===== config.mk =====
export PLATFORM = sky130hd
export DESIGN_NAME = usb_pixel_unpacker
export DESIGN_NICKNAME = d
export VERILOG_FILES = /design/src/rtl/usb_pixel_unpacker_pkg.sv /design/src/rtl/usb_pixel_unpacker.sv
export SDC_FILE = /design/constraint.sdc
export NUM_CORES = 1
export LEC_CHECK = 0
export BUFFER_PORTS_ARGS = -buffer_cell sky130_fd_sc_hd__clkbuf_2
export CORE_ASPECT_RATIO = 1.4
export CORE_MARGIN = 4
export CORE_UTILIZATION = 60
export DETAILED_ROUTE_END_ITERATION = 12
export HOLD_SLACK_MARGIN = 0.05
export PLACE_DENSITY = 0.82
export SYNTH_ARGS = -nofsm -noshare
export SYNTH_HDL_FRONTEND = slang
export SYNTH_SLANG_ARGS = --single-unit

===== constraint.sdc =====
create_clock -name mem_clk -period 4.1 [get_ports mem_clk]
set_clock_uncertainty 0.15 [all_clocks]
set_input_delay 1.23 -clock mem_clk [delete_from_list [all_inputs] [get_ports mem_clk]]
set_output_delay 1.23 -clock mem_clk [all_outputs]
set_load 0.05 [all_outputs]

===== src/rtl/usb_pixel_unpacker_pkg.sv =====
// ============================================================================
// Module : usb_pixel_unpacker_pkg
// Brief  : Shared state encoding and packet constants for the pixel unpacker.
// Rev    : 1.0 - initial release
// ============================================================================
`default_nettype none

package usb_pixel_unpacker_pkg;

    localparam logic [7:0] SYNC_BYTE_DEFAULT = 8'hA5;
    localparam int         HDR_BYTES         = 6;

    // Header states are numbered by the count of header bytes already taken,
    // so the first data state sits exactly at HDR_BYTES.
    typedef enum logic [3:0] {
        ST_HUNT = 4'd0,
        ST_ADR0 = 4'd1,
        ST_ADR1 = 4'd2,
        ST_ADR2 = 4'd3,
        ST_LEN0 = 4'd4,
        ST_LEN1 = 4'd5,
        ST_DLO  = 4'(HDR_BYTES),
        ST_DHI  = 4'(HDR_BYTES + 1),
        ST_WREQ = 4'(HDR_BYTES + 2),
        ST_WDAT = 4'(HDR_BYTES + 3)
    } state_t;

    function automatic logic accepts_byte(input state_t s);
        return !((s == ST_WREQ) || (s == ST_WDAT));
    endfunction

endpackage

`default_nettype wire


===== src/rtl/usb_pixel_unpacker.sv =====
// ============================================================================
// Module : usb_pixel_unpacker
// Brief  : Parses sync/address/length packets from the FTDI byte stream and
//          issues single-word RGB565 writes to the SDRAM controller.
// Rev    : 1.0 - initial release
// ============================================================================
`default_nettype none

module usb_pixel_unpacker
    import usb_pixel_unpacker_pkg::*;
#(
    parameter logic [7:0] SYNC_BYTE = SYNC_BYTE_DEFAULT,
    parameter int         AW        = 25
) (
    input  logic          mem_clk,
    input  logic          rst,
    input  logic          in_valid,
    input  logic [7:0]    in_data,
    output logic          in_ready,
    input  logic          mem_idle,
    output logic          mem_wr_req,
    output logic [AW-1:0] mem_wr_addr,
    output logic [15:0]   mem_wr_data,
    input  logic          mem_ack,
    input  logic          mem_data_next,
    output logic          busy,
    output logic [7:0]    sync_err,
    output logic          pkt_done
);

    state_t      r_state;
    state_t      w_next;
    logic [15:0] r_hdr_lo;
    logic [7:0]  r_len_lo;
    logic [7:0]  r_lo_byte;
    logic [15:0] r_remaining;
    logic        r_early;
    logic        w_hs;
    logic        w_consume;

    assign w_hs      = in_valid & in_ready;
    // A data_next seen together with the ack is remembered so WDAT can leave at once.
    assign w_consume = (r_state == ST_WDAT) & (r_early | mem_data_next);

    always_comb begin
        w_next = r_state;
        case (r_state)
            ST_HUNT: if (w_hs && (in_data == SYNC_BYTE)) w_next = ST_ADR0;
            ST_ADR0: if (w_hs) w_next = ST_ADR1;
            ST_ADR1: if (w_hs) w_next = ST_ADR2;
            ST_ADR2: if (w_hs) w_next = ST_LEN0;
            ST_LEN0: if (w_hs) w_next = ST_LEN1;
            ST_LEN1: begin
                if (w_hs) begin
                    w_next = ({in_data, r_len_lo} == 16'd0) ? ST_HUNT : ST_DLO;
                end
            end
            ST_DLO:  if (w_hs) w_next = ST_DHI;
            ST_DHI:  if (w_hs) w_next = ST_WREQ;
            ST_WREQ: if (mem_wr_req && mem_ack) w_next = ST_WDAT;
            ST_WDAT: begin
                if (w_consume) begin
                    w_next = (r_remaining == 16'd1) ? ST_HUNT : ST_DLO;
                end
            end
            default: w_next = ST_HUNT;
        endcase
    end

    always_ff @(posedge mem_clk) begin
        if (rst) begin
            r_state     <= ST_HUNT;
            in_ready    <= 1'b1;
            busy        <= 1'b0;
            mem_wr_req  <= 1'b0;
            mem_wr_addr <= '0;
            mem_wr_data <= '0;
            sync_err    <= '0;
            pkt_done    <= 1'b0;
            r_hdr_lo    <= '0;
            r_len_lo    <= '0;
            r_lo_byte   <= '0;
            r_remaining <= '0;
            r_early     <= 1'b0;
        end else begin
            r_state  <= w_next;
            in_ready <= accepts_byte(w_next);
            busy     <= (w_next != ST_HUNT);
            pkt_done <= 1'b0;
            case (r_state)
                ST_HUNT: begin
                    if (w_hs && (in_data != SYNC_BYTE) && (sync_err != 8'hFF)) begin
                        sync_err <= sync_err + 8'd1;
                    end
                end
                ST_ADR0: if (w_hs) r_hdr_lo[7:0]  <= in_data;
                ST_ADR1: if (w_hs) r_hdr_lo[15:8] <= in_data;
                // Header address is 24 bits; resize drops or zero-fills to AW.
                ST_ADR2: if (w_hs) mem_wr_addr <= AW'({in_data, r_hdr_lo});
                ST_LEN0: if (w_hs) r_len_lo <= in_data;
                ST_LEN1: if (w_hs) r_remaining <= {in_data, r_len_lo};
                ST_DLO:  if (w_hs) r_lo_byte <= in_data;
                ST_DHI: begin
                    if (w_hs) begin
                        mem_wr_data <= {in_data, r_lo_byte};
                        mem_wr_req  <= mem_idle;
                    end
                end
                ST_WREQ: begin
                    if (!mem_wr_req) begin
                        mem_wr_req <= mem_idle;
                    end else if (mem_ack) begin
                        mem_wr_req <= 1'b0;
                        r_early    <= mem_data_next;
                    end
                end
                ST_WDAT: begin
                    if (w_consume) begin
                        mem_wr_addr <= mem_wr_addr + AW'(1);
                        r_remaining <= r_remaining - 16'd1;
                        r_early     <= 1'b0;
                        pkt_done    <= (r_remaining == 16'd1);
                    end
                end
                default: ;
            endcase
        end
    end

endmodule

`default_nettype wire


==> flow_summary.toml, run 1 <==
[run_status]
outcome = "finished clean"

[critical_path]
worst_ep_required_time_ps = 4160
reg2regPathDepth = 6
endpoint = "r_remaining[6]"
cp_max_fo = 24
critPathKind = "input port to flip-flop"
reg2reg_slack_ps = 1250
startpoint_type = "input port"
r2r-start = "r_state[3]"
worstReg2RegEnd = "r_remaining[6]"
startpoint = "in_valid"
crit_arrival_ps = 3160
cp-end-kind = "flip-flop"

[timing]
max-slew-margin-rel = 0.469
final_max_slew_viol_count = 0
max_freq_mhz = 322
setup_ws_ps = 996
tns_ps = 0
holdWs_ps = 311
fin_crit_sh = 0.757
finalHoldViolCount = 0
finalSetupViolCount = 0
rsz0062_at_grt = "false"
worst_pin_slew_ps = 797
period_minus_slack_ps = 3100

[power_and_ir_drop]
seqPwrFrac = 0.548
ir_drop_uv = 394
p_switching_mw = 0.417
intPower_mw = 1.47
totalPowerFinal_mw = 1.89
p_clk_frac = 0.413
p_leak_nw = 2.12
switching_share = 0.221
p_comb_frac = 0.039
p_per_area_mw_per_mm2 = 328

[global_route]
grt_pass1_wl_um = 23000
grt_remaining_overflow = 0
grt_pass1_vias = 4835
gr-usage-all-layers = 0.278
antenna_found_initial = 0
grt_max_degree = 35

[placement]
post-place-ws_ps = 743
post-dp-hpwl_um = 9320
dpl_cell_area_sq_mm = 0.00550
numPortBuffers = 66
gp_congestion = 0.886

[detailed_routing]
first_pass_iters = 5
routed_wl_um = 14000
detail_route.wl_per_cell_um = 17.9
post-route-drc-count = 0
antenna_left = 0
dr_total_vias = 5080
via_per_inst = 6.50
first_iter_violations = 402

[floorplan]
die_h_um = 117
coreArea_sq_mm = 0.00825
die_width_um = 86.1
rows = 39
start_util = 0.622
ioPinCount = 67
die_area_sq_mm = 0.0101

[clock_tree]
h-tree-depth = 3
clk_pin_slew_worst_paths_ps = 70
cts_buffer_depth = 2
holdBufCountCts = 0
cts_tree = "built"
cts_resized = 0
root_buffer = "clkbuf_16"
cts_setup_buffers = 0
clkSinkCount = 106
cts_buffers = 9
clock_latency_ps = 340

[final_layout]
area_growth_pct = 12.2
drive_above_1_share = 0.160
finalInstanceArea_sq_mm = 0.00576
fin_nets = 695
diodes = 0

[job]
maxCapViolCount = 0

[min_path]
min_path_type = "flip-flop to flip-flop"

[synthesis]
synth_edf_count = 0
ys_seq_elements = 106
synthFlopType = "dfxtp_1"
ys_types = 63
yosysWarnings = 0
syn-num-nets = 660
ys_seq_area_frac = 0.414
syn-instance-count = 642
syn_area_sq_mm = 0.00513
avgSynthCellArea_sq_um = 7.99
async_reset_ff_frac = 0
-- power groups by stage --
| stage | sequential [mW] | combinational, mW | clock [mW] |
|---|---|---|---|
| final | 1.03 | 0.0733 | 0.780 |
| after global routing | 1.03 | 0.0787 | 0.831 |
| after CTS | 1.03 | 0.0723 | 0.789 |
| after detailed placement | 1.06 | 0.0718 | 0 |
| after global placement | 1.06 | 0.0699 | 0 |
| after floorplan | 1.06 | 0.0382 | 0 |
-- metrics by stage --
step	cells	utilization
2_1_floorplan	642	-
3_3_place_gp	768	0.667
3_5_place_dp	768	0.667
4_1_cts	782	0.698
5_1_grt	782	0.698
6_report	782	0.698
-- layout make-up --
class                           instances  area (sq um)
Clock buffer                           11           243
Clock inverter                          3          17.5
Fill cell                             690          2490
Inverter                                6          22.5
Multi-Input combinational cell        477          2800
Sequential cell                       106          2120
Tap cell                              102           128
Timing Repair Buffer                   77           425
-- layout by cell type, fill, tap and decap left out, drive strengths merged, types with 9 or more instances in the layout --
| cell | synthesis | routed |
|---|---|---|
| or4 | 9 | 9 |
| clkbuf | 39 | 76 |
| nand2 | 89 | 89 |
| nand4 | 10 | 10 |
| a22oi | 10 | 10 |
| nand3 | 33 | 33 |
| a21oi | 61 | 61 |
| and3 | 9 | 9 |
| mux2i | 20 | 20 |
| xnor2 | 9 | 9 |
| nor2 | 61 | 61 |
| dfxtp | 106 | 106 |
| nor4 | 16 | 16 |
| buf | 14 | 12 |
| nor3 | 17 | 17 |
| o21ai | 30 | 30 |
-- Yosys cell counts (4+ instances only) --
cell type,count,area (sq um)
o31ai_1,7,52.6
a22oi_1,10,75.1
nor3_1,17,85.1
inv_1,6,22.5
and4_1,5,43.8
ha_1,4,50.1
xnor2_1,9,78.8
buf_1,4,15.0
o21ai_0,29,145
nand4_1,10,62.6
dfxtp_1,106,2120
a21oi_1,61,305
o41ai_1,4,35.0
nand2_1,89,334
nor2_1,60,225
mux2i_1,20,200
a211oi_1,7,52.6
and2_1,7,43.8
nand3_1,33,165
or4_1,6,45.0
and3_1,9,56.3
a221oi_1,5,43.8
buf_2,10,50.1
o22ai_1,7,43.8
clkbuf_1,39,146
nor4_1,15,93.8
a21o_1,6,45.0
-- how the worst min path moves through the flow --
stage / startpoint / endpoint / cells past startpoint
floorplan: r_lo_byte[0] / mem_wr_data[0] / 2
global placement: r_lo_byte[0] / mem_wr_data[0] / 2
detailed placement: mem_wr_data[2] / mem_wr_data[2] / 2
CTS: r_hdr_lo[7] / r_hdr_lo[7] / 2
global route: r_hdr_lo[7] / r_hdr_lo[7] / 2
finish: r_hdr_lo[7] / r_hdr_lo[7] / 2
-- state kept, by name, summed over array words and instances (netlist names) --
register / count
r_lo_byte: 8
r_hdr_lo: 16
mem_wr_data: 16
in_ready: 1
mem_wr_req: 1
busy: 1
r_early: 1
mem_wr_addr: 25
sync_err: 8
pkt_done: 1
r_state: 4
r_len_lo: 8
r_remaining: 16
-- per-layer routing --
metal / up-vias / routed length (um) / GRT usage
met3: 35 / 888 / 0.0442
met1: 2414 / 5620 / 0.342
met5: - / 0 / 0
li1: 2397 / - / -
met4: 0 / 460 / 0.147
met2: 234 / 7030 / 0.458
-- cell families (layout without fill, tap and decap cells) --
| logic type | Yosys count | count (layout) | share of synthesized area |
|---|---|---|---|
| and+or+nand+nor | 276 | 276 | 0.267 |
| muxes | 20 | 20 | 0.0390 |
| DFF | 106 | 106 | 0.414 |
| adders and majority gates | 4 | 4 | 0.00976 |
| buffers and inverters | 59 | 97 | 0.0456 |
| xor gates and xnor gates | 10 | 10 | 0.0171 |
| AOI/OAI and AO/OA | 167 | 167 | 0.208 |
-- worst max-delay path, cell delays in order --
cell and delay, ps:
clkbuf_2 150, and4b_1 510, a22o_1 730, o21ai_0 240
a2bb2oi_1 230, nor2_1 60
(Power assumes the default switching activity.)
==> run 2: changes to the inputs <==
Settings changed: ABC_AREA set to 1, CORE_UTILIZATION 60 to 53, PLACE_DENSITY 0.82 to 0.77.
Clock period 4.1 ns to 2.8 ns, I/O delays scaled along.
==> run 2 against run 1 <==
First-iteration DRC count is 8.0% higher. Die area is 17% higher. Sequential cell count stayed put. Register-to-register slack got worse by 720 ps. Wire length grew 3.3%. Setup slack worse by 470 ps. Global-route usage decreased by 2.5 points. Via count up 7.5%. Total power rose by 51%. Non-clock buffer count rose by 3. Clock-buffer cell count is 1 lower. Synthesized cell count increased by 25%. Highest routed layer unchanged.
==> flow_summary.toml, run 2 <==
[run_status]
outcome = "finished clean"

[synthesis]
ys_types = 37
synthTopCellsByCount = "nand2_1, dfxtp_1, nor2_1, a21oi_1, inv_1"
ys_seq_elements = 106
syn_area_sq_mm = 0.00538
synth.most_common_cell = "nand2_1"
avgSynthCellArea_sq_um = 6.69
synthFlopType = "dfxtp_1"
synth_area_leaders = "dfxtp_1, nand2_1, a21oi_1"
syn-num-nets = 823
ys_seq_area_frac = 0.394
syn-instance-count = 805
yosys.area.top_type = "dfxtp_1"
yosysWarnings = 0
synth_edf_count = 0
async_reset_ff_frac = 0
synth_top_area_share = 0.394

[critical_path]
cp_max_fo = 30
slowest_stage = "dfxtp_1"
critPathKind = "flip-flop to flip-flop"
cpMostUsedCell = "o21ai_0"
cp_slowest_stage_delay_ps = 450
crit_path_cell_trace = "inv_2 > nor2_4 > nand2_4 > inv_1 > buf_4 > o21ai_0 > o21ai_0 > a21oi_1"
startpoint_type = "flip-flop"
worst_ep_required_time_ps = 2870
cp-end-kind = "flip-flop"
crit_arrival_ps = 2340

[clock_tree]
cts_buffer_depth = 2
cts_buffers = 9
cts_resized = 0
h-tree-depth = 3
cts_setup_buffers = 0
holdBufCountCts = 0
clkSinkCount = 106
cts_tree = "built"
root_buffer = "clkbuf_16"
clock_latency_ps = 350
clk_pin_slew_worst_paths_ps = 70

[detailed_routing]
antenna_left = 0
dr_total_vias = 5463
routed_wl_um = 14500
detail_route.wl_per_cell_um = 14.4
first_pass_iters = 5
first_iter_violations = 434
post-route-drc-count = 0
via_per_inst = 5.45

[placement]
post-dp-hpwl_um = 10400
gp_congestion = 0.898
dpl_cell_area_sq_mm = 0.00582
post-place-ws_ps = 278
numPortBuffers = 66

[timing]
worst_pin_slew_ps = 575
final_max_slew_viol_count = 0
fin_crit_sh = 0.812
rsz0062_at_grt = "false"
finalSetupViolCount = 0
finalHoldViolCount = 0
setup_ws_ps = 525
tns_ps = 0
max-slew-margin-rel = 0.615
max_freq_mhz = 440
period_minus_slack_ps = 2270

[final_layout]
drive_above_1_share = 0.131
regMostFlops = "mem_wr_addr"
largest_reg_flops = 25
final_common_cell = "nand2_1"
diodes = 0
mostFrequentLayoutCells = "nand2_1, dfxtp_1, nor2_1"
area_growth_pct = 13.5
finalInstanceArea_sq_mm = 0.00611
fin_nets = 881

[floorplan]
die_width_um = 93.2
start_util = 0.544
rows = 43
coreArea_sq_mm = 0.00990
ioPinCount = 67
die_area_sq_mm = 0.0119
die_h_um = 127

[power_and_ir_drop]
p_per_area_mw_per_mm2 = 467
p_leak_nw = 2.59
ir_drop_uv = 337

[job]
maxCapViolCount = 0

[global_route]
gr-usage-all-layers = 0.253
grt_pass1_wl_um = 24500
antenna_found_initial = 0
grt_max_degree = 58
grt_remaining_overflow = 0
grt_pass1_vias = 5315

[min_path]
min_path_type = "flip-flop to flip-flop"
## run 2: per-layer routing
layer  up-vias  part of all wire  wire, um  track usage
met3        32             0.046       662       0.0418
li1       2762                 -         -            -
met1      2502              0.42      6110        0.308
met4         0             0.033       483        0.116
met5         -                 0         0            0
met2       167              0.50      7200        0.435
## run 2: final cells by class
cell class | count | area (sq um)
Clock buffer | 10 | 239
Clock inverter | 6 | 48.8
Fill cell | 1001 | 3790
Inverter | 89 | 337
Multi-Input combinational cell | 577 | 2760
Sequential cell | 106 | 2120
Tap cell | 135 | 169
Timing Repair Buffer | 80 | 435
## run 2: per-stage QoR
stage | utilization | hold WS (ps) | instances | total power, mW
global route | 0.617 | 323 | 1003 | 2.94
finish | 0.617 | 301 | 1003 | 2.86
global placement | 0.588 | 281 | 987 | 1.66
floorplan | - | 270 | 805 | 1.61
detailed placement | 0.588 | 290 | 987 | 1.66
CTS | 0.617 | 300 | 1003 | 2.87
## run 2: cell families after synthesis
kind of cell,synth area share
compound gates,0.193
xor+xnor,0.0195
fa+ha+maj,0.00930
buf+inv,0.0930
flops,0.394
simple gates,0.291
## run 2: power breakdown
group          internal, mW  total, mW  switching [mW]  leakage (nW)
sequential             1.51       1.51         0.00337         0.854
clock                 0.636       1.23           0.592         0.132
combinational        0.0271      0.117          0.0895          1.60
total                  2.17       2.86           0.685          2.59
## run 2: worst paths after layout
check               start        endpoint  slack [ps]  cells after the start
min reg2reg  r_hdr_lo[10]    r_hdr_lo[10]         300                      2
max            r_state[0]  mem_wr_addr[7]         530                      8
min          r_hdr_lo[10]    r_hdr_lo[10]         300                      2
max reg2reg    r_state[0]  mem_wr_addr[7]         530                      8
## run 2: worst max-delay path: cells and delay by family, from the launching register on
| family | cells | cell delay, ps |
|---|---|---|
| buffers and inverters | 3 | 750 |
| AND/OR/NAND/NOR | 2 | 410 |
| AO/OA/AOI/OAI | 3 | 360 |
| flip-flops | 1 | 450 |
==> run 3: changes to the inputs <==
Clock period 2.8 ns to 1.95 ns, I/O delays scaled along.
==> run 3 against run 2 <==
Final cell count is 4.3% higher. Combinational power up 73%. Clock-buffer cell count down 1. Die area stayed put. Global-route usage is 0.34 points higher. Sequential cell count unchanged. Clock power grew 50%. Wire length up 4.0%. Critical path depth is 7 lower. Setup slack got worse by 460 ps. Register-to-register slack got worse by 460 ps.
==> flow_summary.toml, run 3 (synthesis results as in run 2) <==
[critical_path]
r2r-start = "r_state[0]"
slowest_stage = "dfxtp_1"
cp_max_fo = 6
crit_arrival_ps = 1150
reg2regPathDepth = 10
worst-path-stages = 1
cp-end-kind = "primary output"
startpoint_type = "flip-flop"
worstReg2RegEnd = "r_remaining[11]"
worst_ep_required_time_ps = 1210
crit_buf_inv = 1
cp_slowest_stage_delay_ps = 500
endpoint = "mem_wr_addr[5]"
critPathKind = "flip-flop to primary output"
reg2reg_slack_ps = 70
crit_family = "flip-flops"
startpoint = "mem_wr_addr[5]"
crit_path_cell_trace = "clkbuf_4"

[job]
maxCapViolCount = 0

[placement]
post-dp-hpwl_um = 11000
numPortBuffers = 66
gp_congestion = 0.935
post-place-ws_ps = -164
dpl_cell_area_sq_mm = 0.00616

[final_layout]
fill_cells = 893
largest_reg_flops = 25
area_growth_pct = 21.6
regMostFlops = "mem_wr_addr"
mostFrequentLayoutCells = "nand2_1, dfxtp_1, nor2_1"
diodes = 0
drive_above_1_share = 0.193
fin_nets = 924
finalInstanceArea_sq_mm = 0.00655
final_common_cell = "nand2_1"

[timing]
finalHoldViolCount = 0
fin_crit_sh = 0.969
finalSetupViolCount = 0
final_max_slew_viol_count = 0
setup_ws_ps = 61.1
max-slew-margin-rel = 0.685
period_minus_slack_ps = 1890
holdWs_ps = 300
max_freq_mhz = 529
worst_pin_slew_ps = 470

[min_path]
min_path_type = "flip-flop to flip-flop"
min-delay-start = "r_hdr_lo[4]"
holdPathStages = 2

[clock_tree]
clk_pin_slew_worst_paths_ps = 70
cts_tree = "built"
holdBufCountCts = 0
cts_buffer_depth = 2
h-tree-depth = 3
clkSinkCount = 106
cts_buffers = 9
clock_latency_ps = 350
root_buffer = "clkbuf_16"

[detailed_routing]
via_per_inst = 5.51
detail_route.wl_per_cell_um = 14.4
dr_total_vias = 5765
post-route-drc-count = 0
first_iter_violations = 419
first_pass_iters = 5
antenna_left = 0
routed_wl_um = 15000

[power_and_ir_drop]
ir_drop_uv = 503
p_leak_nw = 2.82
totalPowerFinal_mw = 4.22
p_per_area_mw_per_mm2 = 644

[floorplan]
start_util = 0.544
ioPinCount = 67
rows = 43
die_width_um = 93.2
die_area_sq_mm = 0.0119
die_h_um = 127
coreArea_sq_mm = 0.00990

[global_route]
gr-usage-all-layers = 0.256
antenna_found_initial = 0
grt_pass1_wl_um = 24900
grt_remaining_overflow = 0
grt_pass1_vias = 5461
grt_max_degree = 38

[run_status]
outcome = "finished clean"
-- run 3: cell type report --
class                   instances  area, sq um  area share
clock buffers                   9          225      0.0344
clock inverters                 7         77.6      0.0119
inverters                      89          339      0.0518
multi-input cells             577         2820       0.431
flip-flops and latches        106         2130       0.325
well taps                     135          169      0.0258
repair buffers                123          786       0.120
-- run 3: metrics by stage --
stage               instances  TNS (ps)   util
finish                   1046         0  0.661
global route             1046     -99.3  0.661
CTS                      1043         0  0.653
detailed placement       1027     -3250  0.622
global placement         1027     -1230  0.622
floorplan                 805     -20.4      -
-- run 3: how the worst min path moves through the flow --
stage	endpoint	slack, ps
6_report	r_hdr_lo[4]	300
2_1_floorplan	r_hdr_lo[0]	270
4_1_cts	r_hdr_lo[4]	300
3_5_place_dp	r_hdr_lo[2]	290
5_1_grt	r_hdr_lo[10]	320
3_3_place_gp	r_hdr_lo[0]	280
-- run 3: timing repair --
item / 4_1_cts / 5_1_grt
resized for setup: 1 / 20
pin swaps: 0 / 4
endpoints found under the hold margin: 0 / 0
buffers inserted: 0 / 3
setup endpoints to repair: 1 / 31
-- run 3: power by group --
group | total (mW) | switching, mW | internal [mW]
Clock | 1.84 | 0.836 | 1.01
Combinational | 0.202 | 0.135 | 0.0664
Sequential | 2.17 | 0.00532 | 2.17
Total | 4.22 | 0.976 | 3.24
-- run 3: per-layer routing --
metal,GRT usage,wire length [um],vias to the layer above
met5,0,0,-
met4,0.123,537,0
met3,0.0424,802,51
met2,0.455,7710,207
met1,0.297,5980,2661
li1,-,-,2846
